`src/rtl/imem_loader_pkg.sv`:
```
// Shared definitions for the instruction-memory loader: FSM state encoding,
// stream framing constants and the program-length legality check.
package imem_loader_pkg;

    // FSM state encoding, kept as plain 3-bit constants so checkers can bind
    // to state_q without depending on an enum type.
    typedef logic [2:0] state_t;

    localparam state_t ST_IDLE   = 3'd0;
    localparam state_t ST_LEN_LO = 3'd1;
    localparam state_t ST_LEN_HI = 3'd2;
    localparam state_t ST_DATA   = 3'd3;
    localparam state_t ST_DONE   = 3'd4;
    localparam state_t ST_ERR    = 3'd5;

    // Stream framing: each instruction word arrives as 4 bytes, LSB first,
    // after a 16-bit little-endian word-count header.
    localparam int BYTES_PER_WORD = 4;
    localparam int LEN_W          = 16;

    // A program length is legal when it is non-empty and fits in memory.
    function automatic logic len_is_legal(input logic [LEN_W-1:0] n,
                                          input int unsigned      depth);
        logic [31:0] n_ext;
        n_ext = {{(32-LEN_W){1'b0}}, n};
        return (n != '0) && (n_ext <= depth);
    endfunction

endpackage

```
`src/rtl/imem_loader_byte_word_packer.sv`:
```
// Byte-to-word packer: places accepted bytes into little-endian byte lanes
// and flags the cycle in which the fourth byte of a word is accepted.
module byte_word_packer
    import imem_loader_pkg::*;
(
    input  logic        clk,
    input  logic        rst_n,
    input  logic        clr,
    input  logic        byte_fire,
    input  logic [7:0]  byte_in,
    output logic        word_valid,
    output logic [31:0] word
);

    localparam logic [1:0] LAST_IDX = 2'(BYTES_PER_WORD - 1);

    logic [1:0]  idx_q,   idx_d;
    logic [31:0] lanes_q, lanes_d;

    // Lane insertion and index advance; word/word_valid show the completed
    // word (including the incoming byte) combinationally so the owner of the
    // write port can register it on the same edge the byte is consumed.
    always_comb begin
        idx_d      = idx_q;
        lanes_d    = lanes_q;
        word_valid = 1'b0;
        if (clr) begin
            idx_d   = '0;
            lanes_d = '0;
        end else if (byte_fire) begin
            lanes_d[8*idx_q +: 8] = byte_in;
            idx_d                 = idx_q + 2'd1;
            word_valid            = (idx_q == LAST_IDX);
        end
        word = lanes_d;
    end

    // Byte index and lane register; the index wraps naturally after lane 3.
    always_ff @(posedge clk) begin
        if (!rst_n) begin
            idx_q   <= '0;
            lanes_q <= '0;
        end else begin
            idx_q   <= idx_d;
            lanes_q <= lanes_d;
        end
    end

endmodule

```
`src/rtl/imem_loader.sv`:
```
// Instruction-memory loader: consumes a length-prefixed byte stream, writes
// little-endian 32-bit words to consecutive imem addresses from 0, and keeps
// the core held in reset until a complete image has been written.
//
// Stream handshake: a byte is transferred on a rising clk edge when both
// in_valid and in_ready are high in the cycle before that edge. in_ready is
// a pure function of the FSM state and never depends on in_valid; in_valid
// may drop at any time without loss of assembly state.
module imem_loader
    import imem_loader_pkg::*;
#(
    parameter int IMEM_DEPTH = 64,
    parameter int ADDR_W     = 6
) (
    input  logic              clk,
    input  logic              rst_n,
    input  logic              start,
    input  logic [7:0]        in_data,
    input  logic              in_valid,
    output logic              in_ready,
    output logic              imem_we,
    output logic [ADDR_W-1:0] imem_addr,
    output logic [31:0]       imem_wdata,
    output logic              core_hold,
    output logic              busy,
    output logic              done,
    output logic              err,
    output logic [ADDR_W:0]   words_loaded
);

    localparam logic [ADDR_W:0] WL_ONE = (ADDR_W+1)'(1);

    state_t            state_q,        state_d;
    logic [7:0]        len_lo_q,       len_lo_d;
    logic [ADDR_W:0]   len_q,          len_d;
    logic [ADDR_W:0]   words_loaded_q, words_loaded_d;
    logic              imem_we_q,      imem_we_d;
    logic [ADDR_W-1:0] imem_addr_q,    imem_addr_d;
    logic [31:0]       imem_wdata_q,   imem_wdata_d;

    logic              byte_fire;
    logic              data_fire;
    logic              start_ok;
    logic              last_word;
    logic [LEN_W-1:0]  len_n;
    logic              word_valid;
    logic [31:0]       packed_word;

    // Handshake and decode helpers shared by the FSM and datapath.
    always_comb begin
        byte_fire = in_valid && in_ready;
        data_fire = byte_fire && (state_q == ST_DATA);
        start_ok  = start && ((state_q == ST_IDLE) || (state_q == ST_DONE) ||
                              (state_q == ST_ERR));
        len_n     = {in_data, len_lo_q};
        // words_loaded doubles as the index of the word being written.
        last_word = ((words_loaded_q + WL_ONE) == len_q);
    end

    byte_word_packer u_packer (
        .clk        (clk),
        .rst_n      (rst_n),
        .clr        (start_ok),
        .byte_fire  (data_fire),
        .byte_in    (in_data),
        .word_valid (word_valid),
        .word       (packed_word)
    );

    // State and write-port registers; reset aborts any load in flight.
    always_ff @(posedge clk) begin
        if (!rst_n) begin
            state_q        <= ST_IDLE;
            len_lo_q       <= '0;
            len_q          <= '0;
            words_loaded_q <= '0;
            imem_we_q      <= 1'b0;
            imem_addr_q    <= '0;
            imem_wdata_q   <= '0;
        end else begin
            state_q        <= state_d;
            len_lo_q       <= len_lo_d;
            len_q          <= len_d;
            words_loaded_q <= words_loaded_d;
            imem_we_q      <= imem_we_d;
            imem_addr_q    <= imem_addr_d;
            imem_wdata_q   <= imem_wdata_d;
        end
    end

    // Next-state logic: header parse, length check, word counting to DONE.
    always_comb begin
        state_d = state_q;
        case (state_q)
            ST_IDLE, ST_DONE, ST_ERR: begin
                if (start) state_d = ST_LEN_LO;
            end
            ST_LEN_LO: begin
                if (byte_fire) state_d = ST_LEN_HI;
            end
            ST_LEN_HI: begin
                if (byte_fire) begin
                    if (len_is_legal(len_n, IMEM_DEPTH)) state_d = ST_DATA;
                    else                                 state_d = ST_ERR;
                end
            end
            ST_DATA: begin
                // DONE is entered on the same edge that launches the last write.
                if (word_valid && last_word) state_d = ST_DONE;
            end
            default: state_d = ST_IDLE;
        endcase
    end

    // Datapath: header latch, word counter and write-port register updates.
    always_comb begin
        len_lo_d       = len_lo_q;
        len_d          = len_q;
        words_loaded_d = words_loaded_q;
        imem_we_d      = 1'b0;
        imem_addr_d    = imem_addr_q;
        imem_wdata_d   = imem_wdata_q;

        if (start_ok) begin
            words_loaded_d = '0;
        end
        if ((state_q == ST_LEN_LO) && byte_fire) begin
            len_lo_d = in_data;
        end
        // Only lengths up to IMEM_DEPTH are ever used, so the narrow copy
        // is exact whenever the FSM proceeds to DATA.
        if ((state_q == ST_LEN_HI) && byte_fire) begin
            len_d = len_n[ADDR_W:0];
        end
        if (word_valid) begin
            imem_we_d      = 1'b1;
            imem_addr_d    = words_loaded_q[ADDR_W-1:0];
            imem_wdata_d   = packed_word;
            words_loaded_d = words_loaded_q + WL_ONE;
        end
    end

    // Status outputs decoded from the current state.
    always_comb begin
        in_ready  = 1'b0;
        busy      = 1'b0;
        done      = 1'b0;
        err       = 1'b0;
        core_hold = 1'b1;
        case (state_q)
            ST_LEN_LO, ST_LEN_HI, ST_DATA: begin
                in_ready = 1'b1;
                busy     = 1'b1;
            end
            ST_DONE: begin
                done      = 1'b1;
                core_hold = 1'b0;
            end
            ST_ERR: begin
                err = 1'b1;
            end
            default: ;
        endcase
    end

    assign imem_we      = imem_we_q;
    assign imem_addr    = imem_addr_q;
    assign imem_wdata   = imem_wdata_q;
    assign words_loaded = words_loaded_q;

endmodule

```
`config.mk`:
```
export PLATFORM = sky130hd
export DESIGN_NAME = imem_loader
export DESIGN_NICKNAME = d
export VERILOG_FILES = /design/src/rtl/imem_loader_pkg.sv /design/src/rtl/imem_loader_byte_word_packer.sv /design/src/rtl/imem_loader.sv
export SDC_FILE = /design/constraint.sdc
export NUM_CORES = 1
export LEC_CHECK = 0
export ABC_AREA = 1
export CORE_MARGIN = 3
export CORE_UTILIZATION = 49
export CTS_CLUSTER_DIAMETER = 200
export DETAILED_ROUTE_END_ITERATION = 8
export DONT_BUFFER_PORTS = 1
export GPL_TIMING_DRIVEN = 0
export PLACE_DENSITY = 0.74
export SLEW_MARGIN = 20
export SYNTH_ARGS = -nofsm -noshare
export SYNTH_HDL_FRONTEND = slang
export SYNTH_SLANG_ARGS = --single-unit
```
`constraint.sdc`:
```
create_clock -name clk -period 2.2 [get_ports clk]
set_input_delay 0 -clock clk [delete_from_list [all_inputs] [get_ports clk]]
set_output_delay 0 -clock clk [all_outputs]
set_load 0.005 [all_outputs]
```
* After elaboration in Yosys (flattened, before gate mapping) *
Cells that the tools add are included.

word-level totals
  input bits = 12
  flip-flop bits (word level) = 98
  output and inout port bits = 51
  word-level logic and storage cells = 61

operators by class
  eq/ne operators = 11
  shift-type cells = 2
  bitwise operators = 1
  magnitude comparators = 1
  add/sub/neg operators = 3
  muxes and demuxes = 18
  reductions and logical operators = 16

operators with widths
  operator                                                                 number
  32-bit two-way mux                                                       2
  5-bit negation with 34-bit output                                        1
  8-bit by 34-bit variable shift with 32-bit output, first input constant  1
  8-bit by 34-bit indexed part select with 32-bit output                   1
  32-bit bitwise mux                                                       1
  16-bit by 7-bit <= comparator with 1-bit output, second input constant   1
  16-bit nonzero test                                                      1
  3-bit two-way mux                                                        5
  7-bit two-way mux                                                        2
  3-bit one-hot mux with 4 select lines                                    1
  7-bit by 1-bit adder with 7-bit output, second input constant            1
  7-bit equality test                                                      1
  1-bit logical AND                                                        7
  1-bit two-way mux                                                        7
  3-bit by 2-bit equality test with 1-bit output, second input constant    2
  3-bit equality test, second input constant                               2
  2-bit != test, second input constant                                     3
  3-bit OR reduction                                                       2
  4-bit AND reduction                                                      1
  3-bit by 1-bit equality test with 1-bit output, second input constant    1
  3-bit logical NOT                                                        1
  2-bit by 1-bit adder with 2-bit output, second input constant            1
  2-bit equality test, second input constant                               1
  1-bit logical OR                                                         2
  4 further kinds                                                          4

* Depth between registers and ports, before layout *
  word-level depth = 10
  depth in mapped cells = 14
  gate-level depth less buffers = 14

* By module *
Synthesis repeated with hierarchy kept, for this count alone.

second synthesis, totals
  cells, all modules = 619
  area, all modules = 4287.9 um^2

by module, submodules not included
  module            sequential area each (um^2)  area an instance (um^2)  cells an instance  times used
  imem_loader       1281.2                       2636.3                   373                1
  byte_word_packer  680.7                        1651.6                   246                1

* Worst setup path before layout *
No wires, ideal clock.

  path type = flip-flop to flip-flop
  start = reg u_packer.idx_q[0]
  end = reg imem_wdata_q[16] (netlist: imem_wdata[16])
  clock period less this slack = 1.772 ns
  arrival time = 1.714 ns
  library setup time = 0.057 ns
  cell stages (with the launch flop) = 11
  path slack = 0.428 ns
  buffers on the path = 0
  data required time = 2.143 ns
  cell sequence = dfxtp_1 -> inv_1 -> ha_1 -> clkinv_1 -> nor2_1 -> nand2_1 -> nor2_1 -> a21oi_2 -> nand2_1 -> o211ai_1 -> inv_2

between the ends
  word-level cells in the longest chain between the ends = 5
  elaborated cells on any way between the ends = 9
  classes of those cells = add/sub: 1; eq/ne: 1; shift: 2; mux: 5

RTL lines
  element                                                                                                                      line                                RTL
  start, declared                                                                                                              imem_loader_byte_word_packer.sv:17  logic [1:0] idx_q, idx_d;
  start signal, assigned                                                                                                       imem_loader_byte_word_packer.sv:44  idx_q <= idx_d;
  5-bit negation with 34-bit output                                                                                            imem_loader_byte_word_packer.sv:31  lanes_d[8*idx_q +: 8] = byte_in;
  8-bit by 34-bit indexed part select with 32-bit output or 8-bit by 34-bit variable shift with 32-bit output (tied branches)  imem_loader_byte_word_packer.sv:31
  32-bit bitwise mux                                                                                                           imem_loader_byte_word_packer.sv:31
  32-bit two-way mux                                                                                                           imem_loader_byte_word_packer.sv:30  end else if (byte_fire) begin
  32-bit two-way mux                                                                                                           imem_loader_byte_word_packer.sv:27  if (clr) begin
  end signal, assigned                                                                                                         imem_loader.sv:87                   imem_wdata_q <= imem_wdata_d;
  end, declared                                                                                                                imem_loader.sv:39                   logic [31:0] imem_wdata_q, imem_wdata_d;

Parallel ways exist; a longest one is shown, timed or not.
A chain may end at the register's enable or synchronous reset.

* Final worst setup path *
  start = reg u_packer.idx_q[0]
  end = reg imem_wdata_q[10] (netlist: imem_wdata[10])

Same word-level chain as after synthesis.

==> metrics <==
status=complete, no violations; Synth Area in Compound Gates=0.196; Slew @ Worst Pin=0.530 ns; Worst R2R Path Depth=10; RePlAce Congestion=0.931; Root Driver=clkbuf_8; net switching power=0.00110 W; area of the die=9120 um2; clock share of power=0.328; CTS max path bufs=2; Iter 0 DRT Violations=230; die height=95.5 um; Die X=95.5 um; largest net degree at the start of global routing=15; cell taking the most area after synthesis=dfxtp_1; mux cell area share after synthesis=0.00255; Syn. warnings=0; Worst R2R End=imem_wdata[10]; Worst R2R Setup Slack=0.14 ns; Buf+Inv Stages, Crit Path=3; fraction of layout cells with a size suffix above 1=0.0951; Antenna Violating Nets Remaining=0; critical path class=reg2reg; Fmax=485 MHz; Int Pwr=0.00265 W; largest family of logic cells by synthesized area=simple AND/OR/NAND/NOR gates; Critical Path Max Stage Delay=0.47 ns; Routed WL=9250 um; capture point of the critical path=imem_wdata[10]; switching part of the total=0.292; area share of the largest cell type after synthesis=0.469; CTS tree=done; reg2reg start=u_packer.idx_q[0]; hpwl dp=6920 um; period utilization=0.937; Syn Area/Cell=7.53 um2; worst path cell trace=inv_1, ha_1, clkbuf_1, nor2_1, nand2_1, nor3_1, a21oi_1, nand2_1, o211ai_1, inv_1; Crit Path Max Fanout=10; grt total ovfl=0; sequential power share=0.491; TritonRoute pass-1 iters=5; critical path's top delay family=simple AND/OR/NAND/NOR gates; Netlist cell types=36; Post-route DRC=0; simple-gate share of the synthesized area=0.206; Power Dens Cells=854 nW/um2; Seq/Total Area, Yosys=0.469; Critical Path Stages=10; post-synthesis adder-cell area fraction=0.0191; Syn Nets=539; Logic pwr share=0.181; number of buffers added on ports=0; vias=3426; Setup crit end kind=flop; placed cells=623; antenna violations before repair=0; drt via density=5.28; Max Clock Skew=0.00633 ns; crit path DAT=2.36 ns; xor/xnor cell area share of the yosys netlist=0.00223; Leak=1.90 nW; CTS clk-pin slew, worst paths=0.08 ns; synthesis-to-finish area growth=11.9%; antenna cells=0; worst path required time=2.50 ns; Fin. Hold Viols=0; slowest CP cell=dfxtp_1; Final Critical Period=2.06 ns; non-filler instance count after layout=649; overall global routing resource usage=0.213; Slew HR=0.647; H-tree depth=3; top cells by area in the synthesized netlist=dfxtp_1 47%, nand2_1 7.7%, inv_1 6.8%; Mapped Cells=521; global-route wire length before repair=15200 um; Initial Util=0.505; Clk Latency, worst-skew pair=0.35 ns; WL/cell=14.2 um; post-synthesis cell area=3920 um2; io pins=63; vias in the first global route=3218; row cnt=32; clock tree sinks=92; hold_ws=0.0899 ns; CP startpoint=u_packer.idx_q[0]; RSZ-0062 raised after global routing=no; VDD IR max=0.359 mV; TritonCTS buffer count=9; Worst Hold Class=in2reg; final setup vio count=0; Final nets=561; core area=7770 um2; max_cap viols=0; crit start category=flop; #FFs+latches synth=92; Final Max Tran Viols=0; Fin Setup TNS=0 ns
-- worst register-to-register path, cell delays in order, from the launching register on --
cell and delay (ns):
dfxtp_1 0.47, inv_1 0.17, ha_1 0.22, clkbuf_1 0.20
nor2_1 0.25, nand2_1 0.11, nor3_1 0.26, a21oi_1 0.10
nand2_1 0.07, o211ai_1 0.08, inv_1 0.07
-- worst min-delay path by stage --
stage,endpoint,from,cells after the start
after floorplan,len_lo_q[3],in_data[3],2
after global placement,len_lo_q[3],in_data[3],2
after detailed placement,len_lo_q[2],in_data[2],2
after CTS,u_packer.lanes_q[26],start,5
after global routing,u_packer.lanes_q[27],start,5
final,u_packer.lanes_q[27],start,5
-- state kept, by name, indices dropped and copies added (netlist names) --
name and flops:
imem_addr 6, imem_wdata 32, imem_we 1, len_lo_q 8
len_q 7, state_q 3, u_packer.idx_q 2, u_packer.lanes_q 26
words_loaded 7
-- cell families after synthesis --
| family | count (synthesis) |
|---|---|
| fa+ha+maj | 6 |
| flops | 92 |
| compound gates | 132 |
| simple gates | 187 |
| mux | 1 |
| buf+inv | 102 |
| xor+xnor | 1 |
-- repair_timing --
| item | 4_1_cts | 5_1_grt |
|---|---|---|
| resized for setup | 0 | 5 |
| hold buffers | 10 | 0 |
| hold endpoints to repair | 13 | 0 |
| endpoints found under the setup margin | 0 | 18 |
| buffers inserted | 0 | 1 |
-- cell usage in the layout, fill, tap and decap left out, types with 2 or more instances in the layout --
master / instances
a32oi_1: 6
o21ai_0: 51
ha_1: 6
nand2_2: 2
clkbuf_1: 13
buf_2: 10
inv_2: 4
o22ai_1: 4
bufinv_16: 2
dlygate4sd3_1: 10
nand2_1: 81
buf_4: 3
inv_1: 71
o211ai_1: 18
nor2_4: 3
a21oi_2: 7
o31ai_1: 2
a21oi_1: 41
nand4_1: 3
clkbuf_8: 10
nor3_1: 6
nor2_1: 62
nand3_1: 21
dfxtp_1: 91
-- layer usage --
metal,up-vias,share of wire,global-route usage
li1,1738,-,-
met3,14,0.076,0.0687
met1,1571,0.43,0.261
met4,0,0.014,0.0746
met5,-,0,0
met2,103,0.48,0.351
-- final cells by class --
| type | count | area [um2] |
|---|---|---|
| plain buffers | 25 | 121 |
| clock buffers | 11 | 141 |
| clock inverters | 4 | 73.8 |
| fillers | 714 | 3380 |
| inverters | 77 | 293 |
| multi-input cells | 327 | 1680 |
| flip-flops and latches | 92 | 1840 |
| well taps | 102 | 128 |
| repair buffers | 11 | 108 |
-- per-stage QoR --
stage | setup WS (ns) | utilization | area, um2 | power (W)
detailed placement | 0.0886 | 0.522 | 4050 | 0.00253
global route | 0.0271 | 0.565 | 4390 | 0.00394
finish | 0.140 | 0.565 | 4390 | 0.00375
global placement | 0.167 | 0.522 | 4050 | 0.00251
CTS | 0.0698 | 0.562 | 4370 | 0.00375
floorplan | 0.428 | - | 3920 | 0.00238
-- cell usage after synthesis, drive strengths merged --
cell type / number
dfxtp: 92
nand2: 84
inv: 75
nor2: 67
o21ai: 52
a21oi: 48
nand3: 22
o211ai: 18
buf: 13
clkbuf: 12
nor3: 7
a32oi: 6
ha: 6
o22ai: 4
nand4: 3
clkinv: 2
o31ai: 2
a31oi: 1
mux2i: 1
nand3b: 1
nor3b: 1
nor4: 1
o21bai: 1
or2: 1
xnor2: 1
-- power groups by stage --
stage | clock, W | sequential (W) | combinational, W
after floorplan | 0 | 0.00186 | 0.000525
after global placement | 0 | 0.00187 | 0.000636
after detailed placement | 0 | 0.00188 | 0.000651
after CTS | 0.00125 | 0.00184 | 0.000669
after global routing | 0.00131 | 0.00186 | 0.000771
final | 0.00123 | 0.00184 | 0.000678
Power figures use the tool's default switching activity.
